==> config.mk <==
export PLATFORM = sky130hd
export DESIGN_NAME = mrc_region_hit
export DESIGN_NICKNAME = d
export VERILOG_FILES = /design/src/rtl/mrc_pkg.sv /design/src/rtl/mrc_region_hit.sv
export SDC_FILE = /design/constraint.sdc
export NUM_CORES = 1
export LEC_CHECK = 0
export ABC_CLOCK_PERIOD_IN_PS = 1600
export BUFFER_PORTS_ARGS = -buffer_cell sky130_fd_sc_hd__buf_2
export CORE_UTILIZATION = 46
export DETAILED_ROUTE_END_ITERATION = 8
export GPL_ROUTABILITY_DRIVEN = 0
export PLACE_DENSITY_LB_ADDON = 0.1
export SLEW_MARGIN = 15
export SYNTH_ARGS = -nofsm -noshare
export SYNTH_HDL_FRONTEND = slang
export SYNTH_SLANG_ARGS = --single-unit
==> constraint.sdc <==
create_clock -name vclk -period 1.6
set_input_delay 0.16 -clock vclk [all_inputs]
set_output_delay 0.16 -clock vclk [all_outputs]
set_load 0.03 [all_outputs]
==> src/rtl/mrc_pkg.sv <==
// Shared state encoding and packed-region helper for the memory result checker.
// No logic of its own; imported by the checker and its region decoder.
package mrc_pkg;

   typedef enum logic [2:0] {
      ST_IDLE,
      ST_WAIT_HALT,
      ST_SCAN,
      ST_DRAIN,
      ST_DONE
   } state_t;

   // Bit offset of region r inside a packed per-region bound vector.
   function automatic int region_lsb(input int r, input int addr_w);
      return r * addr_w;
   endfunction

endpackage

==> src/rtl/mrc_region_hit.sv <==
// Combinational region decoder: flags every region whose inclusive [lo, hi] range contains k.
// Zero latency; no backpressure. A region with lo > hi can never match and is therefore disabled.
module mrc_region_hit
   import mrc_pkg::*;
#(
   parameter int ADDR_W      = 10,
   parameter int NUM_REGIONS = 8
) (
   input  logic [ADDR_W-1:0]             k,
   input  logic [NUM_REGIONS*ADDR_W-1:0] region_lo,
   input  logic [NUM_REGIONS*ADDR_W-1:0] region_hi,
   output logic [NUM_REGIONS-1:0]        hit
);

   always_comb begin
      hit = '0;
      for (int r = 0; r < NUM_REGIONS; r++) begin
         if ((k >= region_lo[region_lsb(r, ADDR_W) +: ADDR_W]) &&
             (k <= region_hi[region_lsb(r, ADDR_W) +: ADDR_W]))
            hit[r] = 1'b1;
      end
   end

endmodule

==> metrics.txt, run 1 <==
# TYPE chip_impl_metric gauge
chip_impl_metric{name="global_route_wire_length_before_repair",unit="µm"} 21200
chip_impl_metric{name="pre_cts_ws",unit="ns"} -0.442
chip_impl_metric{name="diodes",unit=""} 0
chip_impl_metric{name="placement.io_buffers",unit=""} 178
chip_impl_metric{name="chipWidth",unit="µm"} 94.5
chip_impl_metric{name="detail_route.wirelength",unit="µm"} 13900
chip_impl_metric{name="via_count",unit=""} 4686
chip_impl_metric{name="synth_top_area_share",unit="%"} 50.8
chip_impl_metric{name="syn_nets",unit=""} 875
chip_impl_metric{name="antenna_viol_nets_final",unit=""} 0
chip_impl_metric{name="drt-wirelength-per-cell",unit="µm"} 16.0
chip_impl_metric{name="worst_slew_pin_slew",unit="ns"} 0.336
chip_impl_metric{name="hold_viol_final",unit=""} 0
chip_impl_metric{name="worstPathRequired",unit="ns"} 1.44
chip_impl_metric{name="ir_drop",unit="V"} 0.000189
chip_impl_metric{name="slew_headroom",unit="%"} 77.5
chip_impl_metric{name="post_synth.cell_area_avg",unit="µm²"} 7.23
chip_impl_metric{name="combined_global_route_utilization_of_all_metal_layers",unit="%"} 29.9
chip_impl_metric{name="proportion_of_synthesized_chip_area_in_sequential_cells",unit="%"} 0
chip_impl_metric{name="synth_simple_gate_area_share",unit="%"} 14.7
chip_impl_metric{name="grt_start_max_net_pins",unit=""} 15
chip_impl_metric{name="first_pass_iters",unit=""} 4
chip_impl_metric{name="drc",unit=""} 0
chip_impl_metric{name="dr.first_iter.drc_count",unit=""} 83
chip_impl_metric{name="mux_cell_area_share_after_synthesis",unit="%"} 0
chip_impl_metric{name="placement_rows",unit=""} 33
chip_impl_info{name="setup.worst_path.end_class",value="primary output"} 1
chip_impl_metric{name="pin_count",unit=""} 178
chip_impl_metric{name="placed_cell_area",unit="µm²"} 5330
chip_impl_metric{name="hold_buffers",unit=""} 0
chip_impl_metric{name="critical-path-max-stage-delay",unit="ns"} 0.43
chip_impl_metric{name="core",unit="µm²"} 8260
chip_impl_metric{name="fraction_of_the_mapped_netlist_area_in_adder_cells",unit="%"} 50.8
chip_impl_metric{name="final_setup_violation_count",unit=""} 8
chip_impl_metric{name="drive_above_1_share",unit="%"} 42.5
chip_impl_metric{name="worstPathArrival",unit="ns"} 1.66
chip_impl_metric{name="critPathMaxFanout",unit=""} 7
chip_impl_metric{name="syn-cell-area",unit="µm²"} 3940
chip_impl_metric{name="storage_cell_area",unit="µm²"} 0
chip_impl_info{name="cp_cell_sequence",value="buf_6 -> clkinvlp_4 -> buf_6 -> ha_4 -> nand2b_4 -> a21oi_4 -> or4_4 -> a32oi_4 -> buf_6"} 1
chip_impl_info{name="timing_worst_setup_path_type",value="input pin to primary output"} 1
chip_impl_metric{name="period_needed",unit="ns"} 1.82
chip_impl_metric{name="power_density",unit="nW/µm²"} 294
chip_impl_info{name="synth_area_leader_cell",value="sky130_fd_sc_hd__ha_1"} 1
chip_impl_metric{name="synth-compound-area-share",unit="%"} 20.0
chip_impl_metric{name="vias_in_the_first_global_route",unit=""} 4898
chip_impl_metric{name="synth_to_final_area_change",unit="%"} 63.4
chip_impl_metric{name="postLayoutCellArea",unit="µm²"} 6440
chip_impl_metric{name="nets",unit=""} 1094
chip_impl_metric{name="postLayoutSetupSlackWorst",unit="ns"} -0.223
chip_impl_info{name="yosysMostFrequentCell",value="sky130_fd_sc_hd__ha_1"} 1
chip_impl_metric{name="floorplan.die_area",unit="µm²"} 8940
chip_impl_metric{name="layout.clock_buffers",unit=""} 0
chip_impl_metric{name="layout.sequential_cells",unit=""} 0
chip_impl_info{name="crit_top_cell",value="sky130_fd_sc_hd__buf_6"} 1
chip_impl_metric{name="max-cap-violations",unit=""} 0
chip_impl_metric{name="grt_antenna_before_repair",unit=""} 0
chip_impl_info{name="failed_checks",value="setup timing"} 1
chip_impl_metric{name="syn_inst",unit=""} 545
chip_impl_metric{name="dpl.hpwl",unit="µm"} 10200
chip_impl_metric{name="final_core_utilization",unit="%"} 77.9
chip_impl_info{name="dominant_combinational_cell_family_by_area_after_synthesis",value="adder cells"} 1
chip_impl_info{name="synthTopCellsByArea",value="sky130_fd_sc_hd__ha_1, sky130_fd_sc_hd__inv_1, sky130_fd_sc_hd__a21oi_1"} 1
chip_impl_metric{name="static_power_due_to_leakage",unit="nW"} 3.59
chip_impl_info{name="unrepaired_setup_endpoints_after_global_routing",value="yes"} 1
chip_impl_info{name="slowest_stage",value="sky130_fd_sc_hd__or4_4"} 1
chip_impl_metric{name="ys_types",unit=""} 28
chip_impl_metric{name="achievable_clock_frequency",unit="MHz"} 549
chip_impl_metric{name="power",unit="mW"} 1.89
chip_impl_metric{name="grt_remaining_overflow",unit=""} 0
chip_impl_metric{name="timing.final.crit_share",unit="%"} 114
chip_impl_info{name="timing.critical_path.from_type",value="input pin"} 1
chip_impl_info{name="synth_common_cells",value="sky130_fd_sc_hd__ha_1, sky130_fd_sc_hd__inv_1, sky130_fd_sc_hd__a21oi_1, sky130_fd_sc_hd__nand2_1, sky130_fd_sc_hd__nand3_1"} 1
chip_impl_metric{name="die_height",unit="µm"} 94.5
chip_impl_metric{name="yosysWarnings",unit=""} 0
chip_impl_metric{name="timing.final.max_slew_violations",unit=""} 0
chip_impl_metric{name="post_detailed_route_via_to_cell_ratio",unit=""} 5.40
chip_impl_info{name="run_status",value="finished, violations left"} 1
chip_impl_info{name="worstHoldPathType",value="input pin to primary output"} 1
chip_impl_metric{name="start_util",unit="%"} 47.7
chip_impl_metric{name="synth_xor_xnor_area_share",unit="%"} 0
==> worst paths after layout <==
check / startpoint / slack, ns / depth (start not counted) / to
worst max-delay path: k[0] / -0.22 / 9 / hit[2]
worst min-delay path: region_hi[35] / 0.92 / 6 / hit[3]
==> what timing repair did <==
action	in CTS	in global routing
gates resized for setup	131	32
pin swaps	49	25
gates cloned	2	0
buffers inserted	8	3
setup endpoints to repair	8	8
==> through the flow <==
stage | hold WS [ns] | cells | TNS [ns]
2_1_floorplan | 0.667 | 545 | -0.140
3_3_place_gp | 0.943 | 854 | -2.91
3_5_place_dp | 0.942 | 854 | -3.10
4_1_cts | 0.926 | 864 | -1.40
5_1_grt | 0.955 | 867 | -1.95
6_report | 0.922 | 867 | -1.50
==> cell type report <==
type               instances  area, µm²
inverters                152        587
repair buffers           217       1470
fillers                  615       1820
multi-input cells        393       4250
well taps                105        131
==> layer usage <==
metal / track usage, % / up-vias / part of all wire, %
li1: - / 2359 / -
met1: 33.0 / 2084 / 39
met2: 57.5 / 189 / 50
met3: 3.38 / 54 / 6.5
met4: 11.5 / 0 / 3.7
met5: 0 / - / 0
==> logic make-up (layout without fill, tap and decap cells) <==
group                    after synthesis  count (layout)
AND/OR/NAND/NOR                      114             114
buffers and inverters                152             369
adder cells (fa/ha/maj)              160             160
AO/OA/AOI/OAI                        119             119
==> where the power goes <==
| part | internal (mW) | leakage, nW | switching (mW) | total [mW] |
|---|---|---|---|---|
| combinational | 0.960 | 3.59 | 0.935 | 1.89 |
| clock | 0 | 0 | 0 | 0 |
| sequential | 0 | 0 | 0 | 0 |
| total | 0.960 | 3.59 | 0.935 | 1.89 |
==> cell usage in the layout (no fill, tap or decap), drive strengths merged <==
master,instances
buf,216
ha,160
inv,151
a21oi,42
nand2,32
o21ai,20
nand3,19
nand4,18
nor2,16
nand2b,16
a211o,12
a31oi,9
a41o,8
o211ai,8
a211oi,6
nor4,4
a2bb2oi,4
o31ai,4
and4,3
a32oi,3
or4,2
nor2b,2
o21bai,2
clkinvlp,1
nor3,1
a22oi,1
nand3b,1
bufbuf,1
==> critical path: cells and delay by family <==
family	cells	cell delay [ns]
compound gates	2	0.25
simple gates	2	0.55
fa+ha+maj	1	0.12
buf+inv	4	0.58
(Power assumes the default switching activity.)
==> run 2: changes to the inputs <==
- REMOVE_ABC_BUFFERS: unset -> 1
==> metrics.txt, run 2 (synthesis results as in run 1) <==
# TYPE chip_impl_metric gauge
chip_impl_metric{name="chipWidth",unit="µm"} 94.5
chip_impl_metric{name="floorplan.die_area",unit="µm²"} 8940
chip_impl_metric{name="placed_cell_area",unit="µm²"} 5250
chip_impl_metric{name="critPathMaxFanout",unit=""} 5
chip_impl_metric{name="worstPathRequired",unit="ns"} 1.44
chip_impl_metric{name="placement_rows",unit=""} 33
chip_impl_metric{name="hold_buffers",unit=""} 0
chip_impl_metric{name="power_density",unit="nW/µm²"} 291
chip_impl_metric{name="hold_viol_final",unit=""} 0
chip_impl_metric{name="layout.sequential_cells",unit=""} 0
chip_impl_metric{name="fillCellCount",unit=""} 593
chip_impl_metric{name="core",unit="µm²"} 8260
chip_impl_metric{name="worst_slew_pin_slew",unit="ns"} 0.309
chip_impl_metric{name="combined_global_route_utilization_of_all_metal_layers",unit="%"} 30.5
chip_impl_info{name="unrepaired_setup_endpoints_after_global_routing",value="yes"} 1
chip_impl_metric{name="grt_start_max_net_pins",unit=""} 10
chip_impl_metric{name="via_count",unit=""} 4810
chip_impl_metric{name="drt-wirelength-per-cell",unit="µm"} 16.6
chip_impl_metric{name="slew_headroom",unit="%"} 79.2
chip_impl_metric{name="pin_count",unit=""} 178
chip_impl_info{name="setup.worst_path.end_class",value="primary output"} 1
chip_impl_metric{name="vias_in_the_first_global_route",unit=""} 4765
chip_impl_metric{name="storage_cell_area",unit="µm²"} 0
chip_impl_metric{name="placement.io_buffers",unit=""} 178
chip_impl_metric{name="dr.first_iter.drc_count",unit=""} 166
chip_impl_metric{name="synth_to_final_area_change",unit="%"} 65.2
chip_impl_metric{name="start_util",unit="%"} 47.7
chip_impl_metric{name="antenna_viol_nets_final",unit=""} 0
chip_impl_info{name="timing_worst_setup_path_type",value="input pin to primary output"} 1
chip_impl_metric{name="drive_above_1_share",unit="%"} 42.9
chip_impl_metric{name="timing.final.max_slew_violations",unit=""} 0
chip_impl_metric{name="die_height",unit="µm"} 94.5
chip_impl_metric{name="final_core_utilization",unit="%"} 78.8
chip_impl_info{name="mostFrequentLayoutCell",value="sky130_fd_sc_hd__buf_2"} 1
chip_impl_info{name="worstHoldPathType",value="input pin to primary output"} 1
chip_impl_metric{name="finalSetupTns",unit="ns"} -1.23
chip_impl_metric{name="post_detailed_route_via_to_cell_ratio",unit=""} 5.50
chip_impl_metric{name="nets",unit=""} 1102
chip_impl_metric{name="placed_cells",unit=""} 856
chip_impl_metric{name="worstPathArrival",unit="ns"} 1.68
chip_impl_metric{name="period_needed",unit="ns"} 1.84
chip_impl_metric{name="layout.clock_buffers",unit=""} 0
chip_impl_metric{name="dpl.hpwl",unit="µm"} 10200
chip_impl_info{name="failed_checks",value="setup timing"} 1
chip_impl_metric{name="pre_cts_ws",unit="ns"} -0.370
chip_impl_metric{name="achievable_clock_frequency",unit="MHz"} 542
chip_impl_metric{name="first_pass_iters",unit=""} 4
chip_impl_info{name="final_cell_mix",value="sky130_fd_sc_hd__buf_2, sky130_fd_sc_hd__inv_1, sky130_fd_sc_hd__ha_1"} 1
chip_impl_metric{name="grt_remaining_overflow",unit=""} 0
chip_impl_metric{name="max-cap-violations",unit=""} 0
chip_impl_info{name="run_status",value="finished, violations left"} 1
chip_impl_metric{name="global_route_wire_length_before_repair",unit="µm"} 21600
chip_impl_metric{name="drc",unit=""} 0
chip_impl_metric{name="postLayoutCellArea",unit="µm²"} 6500
chip_impl_metric{name="grt_antenna_before_repair",unit=""} 1
chip_impl_metric{name="postLayoutSetupSlackWorst",unit="ns"} -0.244
chip_impl_metric{name="fin_cells",unit=""} 875
chip_impl_metric{name="timing.final.crit_share",unit="%"} 115
chip_impl_metric{name="static_power_due_to_leakage",unit="nW"} 3.57
chip_impl_metric{name="diodes",unit=""} 0
chip_impl_metric{name="final_setup_violation_count",unit=""} 8
chip_impl_metric{name="hold_depth",unit=""} 7
chip_impl_metric{name="ir_drop",unit="V"} 0.000189
chip_impl_info{name="timing.critical_path.from_type",value="input pin"} 1
chip_impl_metric{name="detail_route.wirelength",unit="µm"} 14500
[run 2: cell types whose count changed in the layout (fill, tap and decap cells not counted), sizes merged]
cell      before  now
inv          151  152
clkinvlp       1    0
bufbuf         1    0
buf          216  225
[run 2: worst max-delay path, cell delays in order]
cell and delay, ns:
sky130_fd_sc_hd__buf_12 0.13, sky130_fd_sc_hd__ha_4 0.22, sky130_fd_sc_hd__a211oi_2 0.23, sky130_fd_sc_hd__nor2_1 0.07
sky130_fd_sc_hd__or4_1 0.48, sky130_fd_sc_hd__a32oi_1 0.20, sky130_fd_sc_hd__buf_4 0.19
[run 2: path summary, 6_finish.rpt]
check	start	to
worst min-delay path	region_hi[65]	hit[6]
worst max-delay path	k[3]	hit[2]
[run 2: what timing repair did]
item	4_1_cts	5_1_grt
buffers inserted	18	0
gates resized for setup	151	30
hold endpoints to repair	0	0
pin swaps	62	17
gates cloned	1	0
endpoints found under the setup margin	8	8
[run 2: metal layers]
metal	track usage, %	share of wire (%)	routed length, µm
met5	0	0	0
met4	6.44	2.9	420
met3	2.58	6.4	922
met2	57.2	50	7200
met1	37.6	41	5970
[run 2: final cells by class]
class                           instances  area (µm²)  area share [%]
Tap cell                              105         131            2.02
Inverter                              152         581            8.92
Multi-Input combinational cell        393        4240            65.1
Timing Repair Buffer                  225        1560            23.9
[run 2: where the power goes]
part	internal (mW)	switching [mW]	leakage (nW)
combinational	0.962	0.930	3.57
sequential	0	0	0
clock	0	0	0
total	0.962	0.930	3.57
[run 2: per-stage QoR]
step	hold WS (ns)	total power, mW
2_1_floorplan	0.697	0.799
3_3_place_gp	0.919	1.33
3_5_place_dp	0.929	1.38
4_1_cts	0.938	1.73
5_1_grt	0.960	2.08
6_report	0.928	1.89
